--- config.mk ---
export PLATFORM = sky130hd
export DESIGN_NAME = idli_vop_seq_m
export DESIGN_NICKNAME = d
export VERILOG_FILES = /design/src/rtl/idli_pkg.sv /design/src/rtl/idli_vop_pick_m.sv /design/src/rtl/idli_vop_seq_m.sv
export SDC_FILE = /design/constraint.sdc
export NUM_CORES = 1
export LEC_CHECK = 0
export ABC_AREA = 1
export CELL_PAD_IN_SITES_DETAIL_PLACEMENT = 0
export CELL_PAD_IN_SITES_GLOBAL_PLACEMENT = 1
export CORE_UTILIZATION = 39
export CTS_CLUSTER_SIZE = 10
export DETAILED_ROUTE_END_ITERATION = 16
export GPL_TIMING_DRIVEN = 0
export PLACE_DENSITY_LB_ADDON = 0.1
export SLEW_MARGIN = 15
export SYNTH_ARGS = -nofsm -noshare
export SYNTH_HDL_FRONTEND = slang
export SYNTH_SLANG_ARGS = --single-unit
--- constraint.sdc ---
create_clock -name i_vop_gck -period 4.1 [get_ports i_vop_gck]
set_clock_uncertainty 0.05 [all_clocks]
set_input_delay 0.82 -clock i_vop_gck [delete_from_list [all_inputs] [get_ports i_vop_gck]]
set_output_delay 0.82 -clock i_vop_gck [all_outputs]
set_load 0.01 [all_outputs]
--- src/rtl/idli_pkg.sv ---
// Shared types for the idli virtual-op sequencer: op encoding, sequencer
// states, op templates and the popcount helper used for stack adjustment.
package idli_pkg;

    // Width of a register index inside an op (covers up to 9 stack registers).
    localparam int REG_W = 4;

    typedef enum logic {
        VOP_LD = 1'b0,
        VOP_ST = 1'b1
    } vop_type_t;

    typedef enum logic [2:0] {
        IDLE   = 3'd0,
        LD     = 3'd1,
        ST     = 3'd2,
        ADDR   = 3'd3,
        STK_LD = 3'd4,
        STK_ST = 3'd5
    } vop_state_t;

    // LHS operand source: register selected by b, or the SQI memory stream.
    typedef enum logic {
        LHS_REG = 1'b0,
        LHS_SQI = 1'b1
    } lhs_t;

    typedef enum logic [1:0] {
        RHS_REG  = 2'd0,
        RHS_IMM  = 2'd1,
        RHS_ZERO = 2'd2
    } rhs_t;

    typedef struct packed {
        logic [1:0]       p;            // predicate register
        logic             p_inv;        // invert predicate
        logic [REG_W-1:0] a;            // destination register
        logic             a_vld;        // destination written
        logic [REG_W-1:0] b;            // LHS register when alu_lhs == LHS_REG
        lhs_t             alu_lhs;
        rhs_t             alu_rhs;
        logic             alu_rhs_inv;  // with alu_cin turns ADD into SUB
        logic             alu_cin;
        logic             wr_sqi;       // result streamed out over SQI
        logic             wr_addr;      // result written to the address register
        logic             addr_lhs;     // address register loaded with the LHS value
    } op_t;

    // ADD.P A, SQI, 0 : load from memory stream into A.
    localparam op_t OP_LD = '{p: 2'b00, p_inv: 1'b0, a: '0, a_vld: 1'b1, b: '0,
                              alu_lhs: LHS_SQI, alu_rhs: RHS_ZERO,
                              alu_rhs_inv: 1'b0, alu_cin: 1'b0,
                              wr_sqi: 1'b0, wr_addr: 1'b0, addr_lhs: 1'b0};

    // ADD.P SQI, B, 0 : stream B out to memory.
    localparam op_t OP_ST = '{p: 2'b00, p_inv: 1'b0, a: '0, a_vld: 1'b0, b: '0,
                              alu_lhs: LHS_REG, alu_rhs: RHS_ZERO,
                              alu_rhs_inv: 1'b0, alu_cin: 1'b0,
                              wr_sqi: 1'b1, wr_addr: 1'b0, addr_lhs: 1'b0};

    // Stack address setup: register LHS plus immediate; push/pop fill in the rest.
    localparam op_t OP_ADDR = '{p: 2'b00, p_inv: 1'b0, a: '0, a_vld: 1'b0, b: '0,
                                alu_lhs: LHS_REG, alu_rhs: RHS_IMM,
                                alu_rhs_inv: 1'b0, alu_cin: 1'b0,
                                wr_sqi: 1'b0, wr_addr: 1'b0, addr_lhs: 1'b0};

    function automatic logic [3:0] popcnt4(input logic [8:0] m);
        logic [3:0] c;
        c = '0;
        for (int i = 0; i < 9; i++) begin
            c = c + {3'b000, m[i]};
        end
        return c;
    endfunction

endpackage

--- src/rtl/idli_vop_pick_m.sv ---
// Priority picker over a register mask: returns the index and one-hot of the
// selected set bit, plus a flag when it is the only bit left. msb_first
// selects highest-first instead of lowest-first order.
module idli_vop_pick_m #(
    parameter int N     = 8,
    parameter int IDX_W = 3
) (
    input  logic [N-1:0]     mask,
    input  logic             msb_first,
    output logic [IDX_W-1:0] idx,
    output logic [N-1:0]     onehot,
    output logic             last
);

    // Scan in the direction opposite to priority so the winner is written last.
    always_comb begin
        idx    = '0;
        onehot = '0;
        if (msb_first) begin
            for (int i = 0; i < N; i++) begin
                if (mask[i]) begin
                    idx       = IDX_W'(i);
                    onehot    = '0;
                    onehot[i] = 1'b1;
                end
            end
        end else begin
            for (int i = N - 1; i >= 0; i--) begin
                if (mask[i]) begin
                    idx       = IDX_W'(i);
                    onehot    = '0;
                    onehot[i] = 1'b1;
                end
            end
        end
        last = ((mask & ~onehot) == '0);
    end

endmodule

--- src/rtl/idli_vop_seq_m.sv ---
// Virtual-op sequencer between decode and execute. Expands LD/ST and stack
// PUSH/POP into standard ops, one per 4-cycle slot, honouring execute hold.
// Optional build macro IDLI_VOP_POP_REVERSE_EN: POP walks the register mask
// highest bit first so PUSH and POP memory orders mirror each other.
module idli_vop_seq_m
    import idli_pkg::*;
#(
    parameter int NUM_REGS = 8,
    parameter int SP_REG   = 7
) (
    input  logic       i_vop_gck,
    input  logic       i_vop_rst_n,
    input  logic [3:0] i_vop_enc,
    input  logic       i_vop_enc_vld,
    input  vop_type_t  i_vop_type,
    input  logic       i_vop_type_vld,
    input  logic       i_vop_stack,
    input  logic [1:0] i_vop_ctr,
    input  logic       i_vop_hold,
    output op_t        o_vop_op,
    output logic       o_vop_op_vld,
    output logic [3:0] o_vop_imm,
    output logic       o_vop_busy
);

    localparam int IDX_W = (NUM_REGS > 1) ? $clog2(NUM_REGS) : 1;
    localparam logic [REG_W-1:0] SP = REG_W'(SP_REG);

    vop_state_t          state_q;
    logic [NUM_REGS-1:0] mask_q;
    logic [1:0]          pred_q;
    logic [8:0]          regs_q;
    logic                push_q;
    logic                last_q;

    logic [8:0]          cap_regs;
    logic [NUM_REGS-1:0] cap_mask;
    logic [3:0]          cap_cnt;
    logic                slot_end;
    logic                pick_msb;
    logic [IDX_W-1:0]    pk_idx;
    logic [NUM_REGS-1:0] pk_oh;
    logic                pk_last;

    function automatic op_t stack_op(input logic push, input logic [IDX_W-1:0] idx,
                                     input logic [1:0] pred);
        op_t op;
        if (push) begin
            op   = OP_ST;
            op.b = REG_W'(idx);
        end else begin
            op   = OP_LD;
            op.a = REG_W'(idx);
        end
        op.p     = pred;
        op.p_inv = 1'b0;
        return op;
    endfunction

    // PUSH: ADDR <- SP - n.  POP: SP <- SP + n with ADDR <- SP.
    function automatic op_t addr_op(input logic push, input logic [1:0] pred);
        op_t op;
        op   = OP_ADDR;
        op.b = SP;
        op.p = pred;
        if (push) begin
            op.alu_rhs_inv = 1'b1;
            op.alu_cin     = 1'b1;
            op.wr_addr     = 1'b1;
        end else begin
            op.a        = SP;
            op.a_vld    = 1'b1;
            op.addr_lhs = 1'b1;
        end
        return op;
    endfunction

    // Register image as it stands at the last decode cycle, including the
    // low nibble arriving on that very cycle.
    always_comb begin
        cap_regs = regs_q;
        if (i_vop_ctr == 2'd3 && i_vop_enc_vld) begin
            cap_regs[3:0] = i_vop_enc;
        end
    end

    assign cap_mask = cap_regs[NUM_REGS-1:0];
    assign cap_cnt  = popcnt4(9'(cap_mask));
    assign slot_end = (i_vop_ctr == 2'd3) && !i_vop_hold;

`ifdef IDLI_VOP_POP_REVERSE_EN
    assign pick_msb = !push_q;
`else
    assign pick_msb = 1'b0;
`endif

    // The mask register holds the bits not yet emitted; the op on the output
    // already owns the bit the picker removed.
    idli_vop_pick_m #(
        .N     (NUM_REGS),
        .IDX_W (IDX_W)
    ) u_pick (
        .mask      (mask_q),
        .msb_first (pick_msb),
        .idx       (pk_idx),
        .onehot    (pk_oh),
        .last      (pk_last)
    );

    assign o_vop_busy = (state_q != IDLE);

    // Decode capture plus slot-boundary state machine with registered op outputs.
    always_ff @(posedge i_vop_gck or negedge i_vop_rst_n) begin
        if (!i_vop_rst_n) begin
            state_q      <= IDLE;
            mask_q       <= '0;
            pred_q       <= '0;
            regs_q       <= '0;
            push_q       <= 1'b0;
            last_q       <= 1'b0;
            o_vop_op     <= '0;
            o_vop_op_vld <= 1'b0;
            o_vop_imm    <= '0;
        end else begin
            if (state_q == IDLE && i_vop_type_vld && i_vop_enc_vld) begin
                case (i_vop_ctr)
                    2'd0:    pred_q      <= i_vop_enc[2:1];
                    2'd1:    regs_q[8]   <= i_vop_enc[0];
                    2'd2:    regs_q[7:4] <= i_vop_enc;
                    default: regs_q[3:0] <= i_vop_enc;
                endcase
            end
            if (slot_end) begin
                case (state_q)
                    IDLE: begin
                        if (i_vop_type_vld) begin
                            push_q <= (i_vop_type == VOP_ST);
                            if (i_vop_stack) begin
                                mask_q <= cap_mask;
                                if (cap_mask == '0) begin
                                    o_vop_op     <= '0;
                                    o_vop_op_vld <= 1'b0;
                                    o_vop_imm    <= '0;
                                end else begin
                                    state_q      <= ADDR;
                                    o_vop_op     <= addr_op(i_vop_type == VOP_ST, pred_q);
                                    o_vop_op_vld <= 1'b1;
                                    o_vop_imm    <= cap_cnt;
                                end
                            end else if (i_vop_type == VOP_LD) begin
                                state_q      <= LD;
                                o_vop_op     <= '{p: pred_q, p_inv: 1'b0,
                                                  a: {1'b0, cap_regs[8:6]}, a_vld: 1'b1,
                                                  b: '0, alu_lhs: LHS_SQI,
                                                  alu_rhs: RHS_ZERO, alu_rhs_inv: 1'b0,
                                                  alu_cin: 1'b0, wr_sqi: 1'b0,
                                                  wr_addr: 1'b0, addr_lhs: 1'b0};
                                o_vop_op_vld <= 1'b1;
                                o_vop_imm    <= '0;
                            end else begin
                                state_q      <= ST;
                                o_vop_op     <= '{p: pred_q, p_inv: 1'b0,
                                                  a: '0, a_vld: 1'b0,
                                                  b: {1'b0, cap_regs[5:3]},
                                                  alu_lhs: LHS_REG,
                                                  alu_rhs: RHS_ZERO, alu_rhs_inv: 1'b0,
                                                  alu_cin: 1'b0, wr_sqi: 1'b1,
                                                  wr_addr: 1'b0, addr_lhs: 1'b0};
                                o_vop_op_vld <= 1'b1;
                                o_vop_imm    <= '0;
                            end
                        end
                    end
                    ADDR: begin
                        state_q      <= push_q ? STK_ST : STK_LD;
                        mask_q       <= mask_q & ~pk_oh;
                        last_q       <= pk_last;
                        o_vop_op     <= stack_op(push_q, pk_idx, pred_q);
                        o_vop_op_vld <= 1'b1;
                        o_vop_imm    <= '0;
                    end
                    STK_LD, STK_ST: begin
                        if (last_q) begin
                            state_q      <= IDLE;
                            o_vop_op     <= '0;
                            o_vop_op_vld <= 1'b0;
                        end else begin
                            mask_q       <= mask_q & ~pk_oh;
                            last_q       <= pk_last;
                            o_vop_op     <= stack_op(push_q, pk_idx, pred_q);
                            o_vop_op_vld <= 1'b1;
                        end
                        o_vop_imm <= '0;
                    end
                    default: begin
                        state_q      <= IDLE;
                        o_vop_op     <= '0;
                        o_vop_op_vld <= 1'b0;
                        o_vop_imm    <= '0;
                    end
                endcase
            end
        end
    end

    // Decode must not present a new virtual op while the sequencer owns the pipe;
    // the RTL ignores it, this flags the protocol error in simulation.
    a_no_issue_while_busy: assert property (@(posedge i_vop_gck) disable iff (!i_vop_rst_n)
        !(i_vop_type_vld && o_vop_busy))
        else $error("idli_vop_seq_m: virtual op issued while busy");

endmodule

==> results of run 1 <==
[metal layers]
layer | up-vias | share of wire [%] | GRT usage (%)
met5 | - | 0 | 0
met4 | 0 | 0.59 | 4.23
met3 | 4 | 2.5 | 2.98
met2 | 29 | 46 | 30.6
met1 | 1034 | 51 | 27.9
li1 | 1155 | - | -
[power groups by stage]
stage	logic [mW]	clock network, mW	registers, mW
CTS	1.28	0.302	0.761
global route	1.44	0.322	0.790
finish	1.26	0.295	0.758
global placement	1.24	0	0.766
floorplan	0.828	0	0.769
detailed placement	1.27	0	0.769
[synth_stat cells, types with 3 or more instances]
| master | instances |
|---|---|
| a21oi_1 | 4 |
| nand3_2 | 4 |
| ha_1 | 4 |
| nand2_2 | 3 |
| buf_4 | 5 |
| o211ai_1 | 5 |
| dfrtp_1 | 44 |
| nor2_2 | 4 |
| o21ai_0 | 24 |
| nand4_1 | 3 |
| nor2_1 | 18 |
| nand3_1 | 18 |
| inv_1 | 48 |
| o21ai_1 | 12 |
| o21ai_2 | 5 |
| fa_1 | 4 |
| nand2_1 | 115 |
[state kept, by name, summed over array words and instances (netlist names)]
register,count
state_q,3
o_vop_imm,4
pred_q,2
o_vop_op,15
mask_q,8
last_q,1
regs_q,9
push_q,1
o_vop_op_vld,1
[kinds of logic (layout without fill, tap and decap cells)]
kind of cell             Yosys count  after routing  synth area share [%]
AO/OA/AOI/OAI                     53             53                  11.9
XOR/XNOR                           1              1                 0.339
adder cells (fa/ha/maj)            8              8                  5.04
buffers and inverters             60            104                  10.2
flip-flops                        44             44                  42.6
other                              1              3                 0.145
AND/OR/NAND/NOR                  173            173                  29.7
[cell type report]
cell class	instances	area (um2)
buffer	10	73.8
clock buffer	6	82.6
clock inverter	2	15.0
fill	644	3240
inverter	50	190
multi-input combinational	238	1220
sequential	44	1100
tap	77	96.3
timing repair buffer	36	365
[worst max-delay path by stage]
stage | slack [ns] | cells past startpoint | endpoint
2_1_floorplan | 0.88 | 12 | o_vop_imm[2]
3_5_place_dp | 0.07 | 13 | o_vop_imm[2]
3_3_place_gp | 0.10 | 13 | o_vop_imm[2]
5_1_grt | 0.17 | 13 | o_vop_imm[2]
4_1_cts | 0.41 | 13 | o_vop_imm[2]
6_report | 0.42 | 13 | o_vop_imm[2]
[worst max-delay path, cell delays in order]
cell	delay [ns]
clkdlybuf4s50_1	0.56
nand3_2	0.17
buf_6	0.18
nand2_1	0.05
o21ai_1	0.15
fa_1	0.56
inv_1	0.05
fa_1	0.47
ha_1	0.16
inv_1	0.05
fa_1	0.37
xor2_1	0.15
o21ai_1	0.12
[through the flow]
step	setup WS (ns)	total power [mW]	hold WS (ns)	std cells	utilization, %
5_1_grt	0.175	2.55	0.460	463	49.3
3_3_place_gp	0.105	2.01	0.416	454	47.6
3_5_place_dp	0.0709	2.04	0.416	455	47.8
2_1_floorplan	0.879	1.60	0.399	342	-
6_report	0.420	2.31	0.420	463	49.3
4_1_cts	0.411	2.34	0.435	463	49.3
==> metrics.md, run 1 <==
| Metric | Value |
|---|---|
| Seq/Total Area, Yosys | 42.6% |
| Logic pwr share | 54.5% |
| Worst-path clk slew | 0.09 ns |
| Synthesized instance count | 340 |
| Final hold vios | 0 |
| DRC Markers | 0 |
| Setup violators final | 0 |
| Via count | 2222 |
| Initial antenna violation count | 0 |
| Initial drt markers | 88 |
| Sw power | 1.03 mW |
| H-tree depth | 2 |
| Commonest non-fill, non-tap cell in the layout | nand2_1 |
| PortBufs | 35 |
| Drt total wl | 6140 um |
| Startpoint class of the critical path | input port |
| Starting density of the core | 40.4% |
| First drt pass iteration count | 4 |
| # IOs | 39 |
| Worst setup path class | input port to flip-flop |
| Clock buffer depth | 2 |
| Clk_lat worst skew | 0.30 ns |
| Gp weighted congestion | 0.779 |
| Worst reg2reg path depth | 10 |
| Flop pwr share | 32.8% |
| Layout cells sized above 1 | 11.1% |
| Leak Pwr | 1.62 nW |
| CP Data Required Time | 4.28 ns |
| Pin count of the biggest net entering global routing | 26 |
| Num rows | 29 |
| Final Instance Area | 0.00315 mm2 |
| Status | finished clean |
| Clk sinks | 44 |
| Hpwl dp | 4900 um |
| Fin Setup TNS | 0 ns |
| Crit path time final | 3.68 ns |
| Post-synth EDFFs | 0 |
| Num CTS Buffers | 5 |
| Worst reg2reg endpoint | o_vop_imm[2] |
| Die width | 83.4 um |
| Post-synth top area share | 42.6% |
| Post-CTS Hold Buffers | 0 |
| Clock Power Share | 12.7% |
| Worst path arrival time | 3.86 ns |
| Worst min path class | input port to asynchronous set/reset pin |
| Vias per Instance | 4.80 |
| Die ar. | 0.00695 mm2 |
| Vias in the first global route | 2196 |
| Mean area per synthesized cell | 7.60 um2 |
| Post-CTS sizing | 0 |
| Period utilization | 89.7% |
| Gr usage total | 19.3% |
| Maximum resistive drop on vdd | 451 uV |
| Top FF cell, synth | dfrtp_1 |
| Worst R2R Start | regs_q[4] |
| Congestion Overflow GR | 0 |
| Routed length per placed instance | 13.3 um |
| Ys async rst share | 100% |
| Leading area contributor after synthesis | dfrtp_1 |
| CTS tree | done |
| Critical Path Source | i_vop_ctr[0] |
| Sw frac | 44.6% |
| Die Y | 83.4 um |
| Diodes inserted | 0 |
| P&R area growth vs syn | 21.9% |
| Core ar. | 0.00639 mm2 |
| Synth Cell Area | 0.00258 mm2 |
| Antenna Violating Nets Remaining | 0 |
| Slew Viols, Final | 0 |
| Worst Path Max Fanout | 10 |
| Internal power | 1.28 mW |
| Post-synthesis register bit count | 44 |
| Max Clk Rate | 272 MHz |
| Yosys warning count | 0 |
| PD cells | 734 mW/mm2 |
| Synth unique cells | 33 |
| Largest cells by area after synthesis | dfrtp_1 43%, nand2_1 17%, inv_1 7.0% |
| Root Driver | clkbuf_8 |
| Commonest cells after routing, fill and taps aside | 115 x nand2_1, 48 x inv_1, 44 x dfrtp_1, 34 x clkdlybuf4s50_1, 24 x o21ai_0 |
| Global-route wire length before repair | 10700 um |
| Placed cell area | 0.00305 mm2 |
| RSZ-0062 raised after global routing | no |
| MaxCap Viol Count | 0 |
| Setup repair bufs after CTS | 0 |
| CP endpoint kind | flip-flop |
| Nets | 406 |
| R2R Setup Slk | 1.08 ns |
Note: power is estimated with default switching activity, not from simulation.
==> run 2, diff against run 1 <==
--- a/config.mk
+++ b/config.mk
@@ -13,6 +13,7 @@
 export DETAILED_ROUTE_END_ITERATION = 16
 export GPL_TIMING_DRIVEN = 0
 export PLACE_DENSITY_LB_ADDON = 0.1
+export SKIP_LAST_GASP = 1
 export SLEW_MARGIN = 15
 export SYNTH_ARGS = -nofsm -noshare
 export SYNTH_HDL_FRONTEND = slang
==> results of run 2 <==
Final layout, timing and power as in run 1 (identical DEF).
==> run 3, diff against run 2 <==
--- a/config.mk
+++ b/config.mk
@@ -8,11 +8,12 @@
 export ABC_AREA = 1
 export CELL_PAD_IN_SITES_DETAIL_PLACEMENT = 0
 export CELL_PAD_IN_SITES_GLOBAL_PLACEMENT = 1
-export CORE_UTILIZATION = 39
+export CORE_UTILIZATION = 46
 export CTS_CLUSTER_SIZE = 10
 export DETAILED_ROUTE_END_ITERATION = 16
+export DONT_BUFFER_PORTS = 1
 export GPL_TIMING_DRIVEN = 0
-export PLACE_DENSITY_LB_ADDON = 0.1
+export PLACE_DENSITY = 0.86
 export SKIP_LAST_GASP = 1
 export SLEW_MARGIN = 15
 export SYNTH_ARGS = -nofsm -noshare
==> constraint.sdc (replaced) <==
create_clock -name i_vop_gck -period 3.5 [get_ports i_vop_gck]
set_clock_uncertainty 0.05 [all_clocks]
set_input_delay 0.7 -clock i_vop_gck [delete_from_list [all_inputs] [get_ports i_vop_gck]]
set_output_delay 0.7 -clock i_vop_gck [all_outputs]
set_load 0.01 [all_outputs]
==> run 3 against run 2 <==
Cell count down 9.3%. First-iteration DRC count up 78%. Wire length down 5.9%. Sequential share of layout area up 4.5 points. Register-to-register slack worse by 0.69 ns. Non-clock buffer count down 36. Combinational power about the same. Clock-buffer cell count down 1. Utilization up 3.7 points. Clock power up 40%. Die area down 15%.
==> metrics.md, run 3 (synthesis results as in run 1) <==
| Metric | Value |
|---|---|
| Diodes inserted | 0 (unchanged) |
| Initial antenna violation count | 0 (unchanged) |
| Filler Cell Count | 544 (-16%) |
| Die ar. | 0.00592 mm2 (-15%) |
| PD cells | 943 mW/mm2 (+28%) |
| Vias in the first global route | 2112 (-3.8%) |
| Fin Setup TNS | 0 ns (unchanged) |
| Nets | 370 (-8.9%) |
| Worst path arrival time | 3.26 ns (-0.60 ns) |
| Status | finished clean |
| Starting density of the core | 49.0% (+8.6 points) |
| Clock buffer depth | 2 (unchanged) |
| Layout cells sized above 1 | 11.7% (+0.57 points) |
| Root Driver | clkbuf_8 |
| Commonest cells after routing, fill and taps aside | 115 x nand2_1, 48 x inv_1, 44 x dfrtp_1, 24 x o21ai_0 |
| Clk sinks | 44 (unchanged) |
| Num rows | 26 (-10%) |
| Gr usage total | 21.6% (+2.3 points) |
| Met2 usage in global routing | 33.3% (+2.7 points) |
| Hold WS | 0.0272 ns (-0.393 ns) |
| # IOs | 39 (unchanged) |
| Post-CTS Hold Buffers | 0 (unchanged) |
| Worst Path Max Fanout | 5 (-5) |
| Routed length per placed instance | 13.7 um (+3.7%) |
| P&R area growth vs syn | 8.14% |
| Met3 usage | 6.07% (+3.1 points) |
| Largest Register | o_vop_op |
| Num CTS Buffers | 5 (unchanged) |
| Leak Pwr | 1.49 nW (-7.8%) |
| Crit path time final | 3.11 ns |
| Slew Viols, Final | 0 (unchanged) |
| Most Crowded Layer GR | met2 |
| Worst setup path class | flip-flop to flip-flop |
| Worst-path clk slew | 0.09 ns (about the same) |
| Top flop regs | o_vop_op: 15 flops, regs_q: 9 flops, mask_q: 8 flops |
| RSZ-0062 raised after global routing | no |
| MaxCap Viol Count | 0 (unchanged) |
| Vias per Instance | 5.14 (+7.2%) |
| Period utilization | 88.9% |
| Pin count of the biggest net entering global routing | 45 (+73%) |
| Post-CTS sizing | 0 (unchanged) |
| Core ar. | 0.00527 mm2 (-17%) |
| Die width | 76.9 um (-7.7%) |
| Via count | 2160 (-2.8%) |
| Startpoint class of the critical path | flip-flop |
| Clk_lat worst skew | 0.31 ns (about the same) |
| Antenna Violating Nets Remaining | 0 (unchanged) |
| Initial drt markers | 157 (+78%) |
| Global-route wire length before repair | 9940 um (-7.2%) |
| Die Y | 76.9 um (-7.7%) |
| Max Clk Rate | 321 MHz |
| Hpwl dp | 4460 um (-9.0%) |
| Setup repair bufs after CTS | 0 (unchanged) |
| Max reg flops | 15 (unchanged) |
| Commonest non-fill, non-tap cell in the layout | nand2_1 |
| Worst min path class | input port to asynchronous set/reset pin |
| PortBufs | 0 (-100%) |
| Met1 Use GR | 30.0% (+2.1 points) |
| Congestion Overflow GR | 0 (unchanged) |
| Setup violators final | 0 (unchanged) |
| CP endpoint kind | flip-flop |
| Drt total wl | 5770 um (-5.9%) |
| Final Instance Area | 0.00279 mm2 (-11%) |
| First drt pass iteration count | 4 (unchanged) |
| Maximum resistive drop on vdd | 334 uV (-26%) |
| Placed cell area | 0.00268 mm2 (-12%) |
| Final hold vios | 0 (unchanged) |
| CP Data Required Time | 3.65 ns (-0.63 ns) |
| Gp weighted congestion | 0.834 (+7.0%) |
| CTS tree | done |
| DRC Markers | 0 (unchanged) |
| H-tree depth | 2 (unchanged) |
==> run 3: cell count changes in the layout (fill, tap and decap cells not counted) <==
cell,before,now
clkdlybuf4s50_1,34,0
inv_6,0,1
buf_2,3,2
clkinvlp_4,2,1
buf_12,1,0
bufinv_16,0,1
clkbuf_8,6,5
==> run 3: per-layer routing <==
layer | routed length, um | share of wire [%] | vias up
met3 | 364 | 6.3 | 6
met1 | 2790 | 48 | 1024
met5 | 0 | 0 | -
met4 | 56 | 0.97 | 0
met2 | 2560 | 44 | 49
li1 | - | - | 1081
==> run 3: worst paths after layout <==
path | startpoint | end | slack, ns | cells after the start
max in group asynchronous | i_vop_rst_n | regs_q[5] | 3.28 | 0
setup reg to reg | regs_q[4] | o_vop_imm[2] | 0.39 | 10
min in group i_vop_gck | i_vop_type | o_vop_op[0] | 0.43 | 1
hold / removal | i_vop_rst_n | state_q[0] | 0.03 | 0
hold reg to reg | last_q | last_q | 0.45 | 2
setup / recovery | regs_q[4] | o_vop_imm[2] | 0.39 | 10
==> run 3: power breakdown <==
part / internal [mW] / leakage (nW) / switching (mW)
clock network: 0.215 / 0.0548 / 0.197
registers: 0.724 / 0.564 / 0.217
logic: 0.468 / 0.872 / 0.812
==> run 3: worst max-delay path, stage by stage, from the launching register on <==
cell	delay, ns
dfrtp_1	0.47
fa_1	0.56
inv_1	0.05
fa_1	0.48
inv_1	0.05
fa_1	0.49
ha_1	0.18
inv_1	0.06
fa_1	0.38
xor2_1	0.16
o21ai_1	0.08
==> run 3: per-stage QoR <==
step | power [mW] | worst slack [ns] | utilization [%] | instances
6_report | 2.63 | 0.388 | 53.0 | 420
5_1_grt | 2.91 | 0.231 | 53.0 | 420
4_1_cts | 2.63 | 0.394 | 53.0 | 420
3_5_place_dp | 2.21 | 0.170 | 50.8 | 412
3_3_place_gp | 2.17 | 0.191 | 50.8 | 412
2_1_floorplan | 1.87 | 0.399 | - | 342
==> run 3: layout make-up <==
type / instances / area [um2] / area share, %
inverters: 50 / 190 / 6.81
clock buffers: 5 / 68.8 / 2.46
flip-flops and latches: 44 / 1100 / 39.4
plain buffers: 10 / 73.8 / 2.64
well taps: 70 / 87.6 / 3.14
clock inverters: 3 / 46.3 / 1.66
multi-input cells: 238 / 1220 / 43.9
==> RTL change, RTL diff (settings of run 1) <==
Add a define of `IDLI_VOP_POP_REVERSE_EN`.
--- a/src/rtl/idli_vop_seq_m.sv
+++ b/src/rtl/idli_vop_seq_m.sv
@@ -2,6 +2,8 @@
 // PUSH/POP into standard ops, one per 4-cycle slot, honouring execute hold.
 // Optional build macro IDLI_VOP_POP_REVERSE_EN: POP walks the register mask
 // highest bit first so PUSH and POP memory orders mirror each other.
+`define IDLI_VOP_POP_REVERSE_EN
+
 module idli_vop_seq_m
     import idli_pkg::*;
 #(
Formal check against the unedited RTL: not equivalent (a bounded check fails within 4 cycles, from zero or initial values and one cycle with i_vop_rst_n low).
==> RTL change against run 1 <==
Sequential cell count is the same. Sequential power is 1% higher. Final area increased by 1.0%. Synthesized area increased by 0.34%. Final cell count grew 4.1%. Die area increased by 0.32%. Total power up 7.6%. Worst setup slack got worse by 0.062 ns. Routed wire length increased by 6.0%. Via count grew 4.2%. Critical path type unchanged. Critical endpoint unchanged.
==> RTL change: results (changes against run 1) <==
Max VDD drop=0.000343 V (-24%); Pleak=1.66 nW (+2.3%); Port Buf Inserts=35 (unchanged); HPWL Detailed=5.11 mm (+4.5%); internal reg-to-reg setup slack=1.02 ns (-0.06 ns); status=finished clean; Nets=425 (+4.7%); largest cells by area after synthesis=dfrtp_1, nand2_1, inv_1; vias in the first global route=2277 (+3.7%); Clock Latency Late Sink=0.30 ns (about the same); Worst Hold Class=in -> async; global-route wire length before repair=11.2 mm (+4.4%); crit-path leading delay family=adder cells; FILL cells=662 (+2.8%); largest net degree at the start of global routing=27 (+3.8%); mux share of post-synthesis cell area=0% (unchanged); CTS buffer count=5 (unchanged); Register Area=1100 um2 (unchanged); Netlist cell types=30 (-9.1%); Seq/Total Area, Yosys=42.5% (-0.14 points); Iter 0 DRT Violations=160 (+82%); GRT Resource Usage Total=20.4% (+1.0 points); crit path DAT=3.92 ns (+0.06 ns); Placed Area=3060 um2 (+0.29%); GP Congestion=0.871 (+12%); adder-cell share of the synthesized area=5.02% (-0.017 points); Critical Path Fanout Max=8 (-2); WL final=6.51 mm (+6.0%); share of cells above drive strength 1=7.65% (-3.5 points); H-Tree Depth=2 (unchanged); Worst path slowest cell=fa_1; antenna violations before repair=0 (unchanged); Commonest cells post-synth=nand2_1, inv_1, dfrtp_1; post-synthesis xor/xnor area fraction=0.338% (-0.0011 points); gr ovfl total=0 (unchanged); Vias per Instance=4.80 (about the same); Synth Area in Compound Gates=10.7% (-1.2 points)
## RTL change: cell types whose count changed in the layout (fill, tap and decap cells not counted), sizes merged, moves of 2 or more
cell,run 1,this run
clkinv,0,2
o211ai,6,0
nand4,4,1
buf,11,9
a21oi,4,12
nand3,22,25
clkinvlp,2,0
nand2,120,132
nor2,22,30
## RTL change: power by group
group	switching [mW]	total [mW]	internal, mW
Combinational	0.802	1.36	0.558
Sequential	0.151	0.769	0.618
Clock	0.160	0.359	0.200
Total	1.11	2.49	1.38
## RTL change: layer usage
layer  GRT usage [%]  part of all wire (%)
met5               0                     0
met4            4.62                  0.89
met3            3.07                   3.5
met2            34.0                    48
met1            28.1                    48
## RTL change: worst reg2reg max path, delay by kind of cell, from the launching register on
kind / cells / cell delay, ns
XOR/XNOR: 1 / 0.17
AO/OA/AOI/OAI: 1 / 0.12
buffers and inverters: 3 / 0.17
flip-flops: 1 / 0.48
adder cells (fa/ha/maj): 5 / 2.02
## RTL change: metrics by stage
step | instances | setup WS, ns | hold slack (ns) | power, mW
2_1_floorplan | 361 | 0.961 | 0.392 | 1.66
3_3_place_gp | 473 | 0.0922 | 0.415 | 2.12
3_5_place_dp | 474 | 0.0583 | 0.415 | 2.14
4_1_cts | 482 | 0.363 | 0.437 | 2.51
5_1_grt | 482 | 0.167 | 0.452 | 2.75
6_report | 482 | 0.358 | 0.420 | 2.49
## RTL change: layout make-up
| type | count | share of cell area [%] |
|---|---|---|
| Clock buffer | 6 | 2.60 |
| Sequential cell | 44 | 34.6 |
| Multi-Input combinational cell | 259 | 39.4 |
| Inverter | 50 | 6.02 |
| Clock inverter | 2 | 1.22 |
| Tap cell | 77 | 3.03 |
| Buffer | 8 | 1.61 |
| Timing Repair Buffer | 36 | 11.5 |
## RTL change: logic make-up after synthesis
logic type / after synthesis
compound gates: 54
xor+xnor: 1
fa+ha+maj: 8
buf+inv: 58
flops: 44
other cells: 1
simple gates: 193
## RTL change: worst paths after layout
check	startpoint	cells past startpoint	end
worst max-delay path	i_vop_ctr[1]	12	o_vop_imm[2]$_DFFE_PN0P_
worst min-delay path	i_vop_rst_n	1	mask_q[5]$_DFFE_PN0P_
worst max register to register	regs_q[4]$_DFFE_PN0P_	10	o_vop_imm[2]$_DFFE_PN0P_
worst min register to register	o_vop_op[7]$_DFFE_PN0P_	2	o_vop_op[7]$_DFFE_PN0P_
max in group asynchronous	i_vop_rst_n	2	o_vop_op[4]$_DFFE_PN0P_
min in group i_vop_gck	o_vop_op[7]$_DFFE_PN0P_	2	o_vop_op[7]$_DFFE_PN0P_
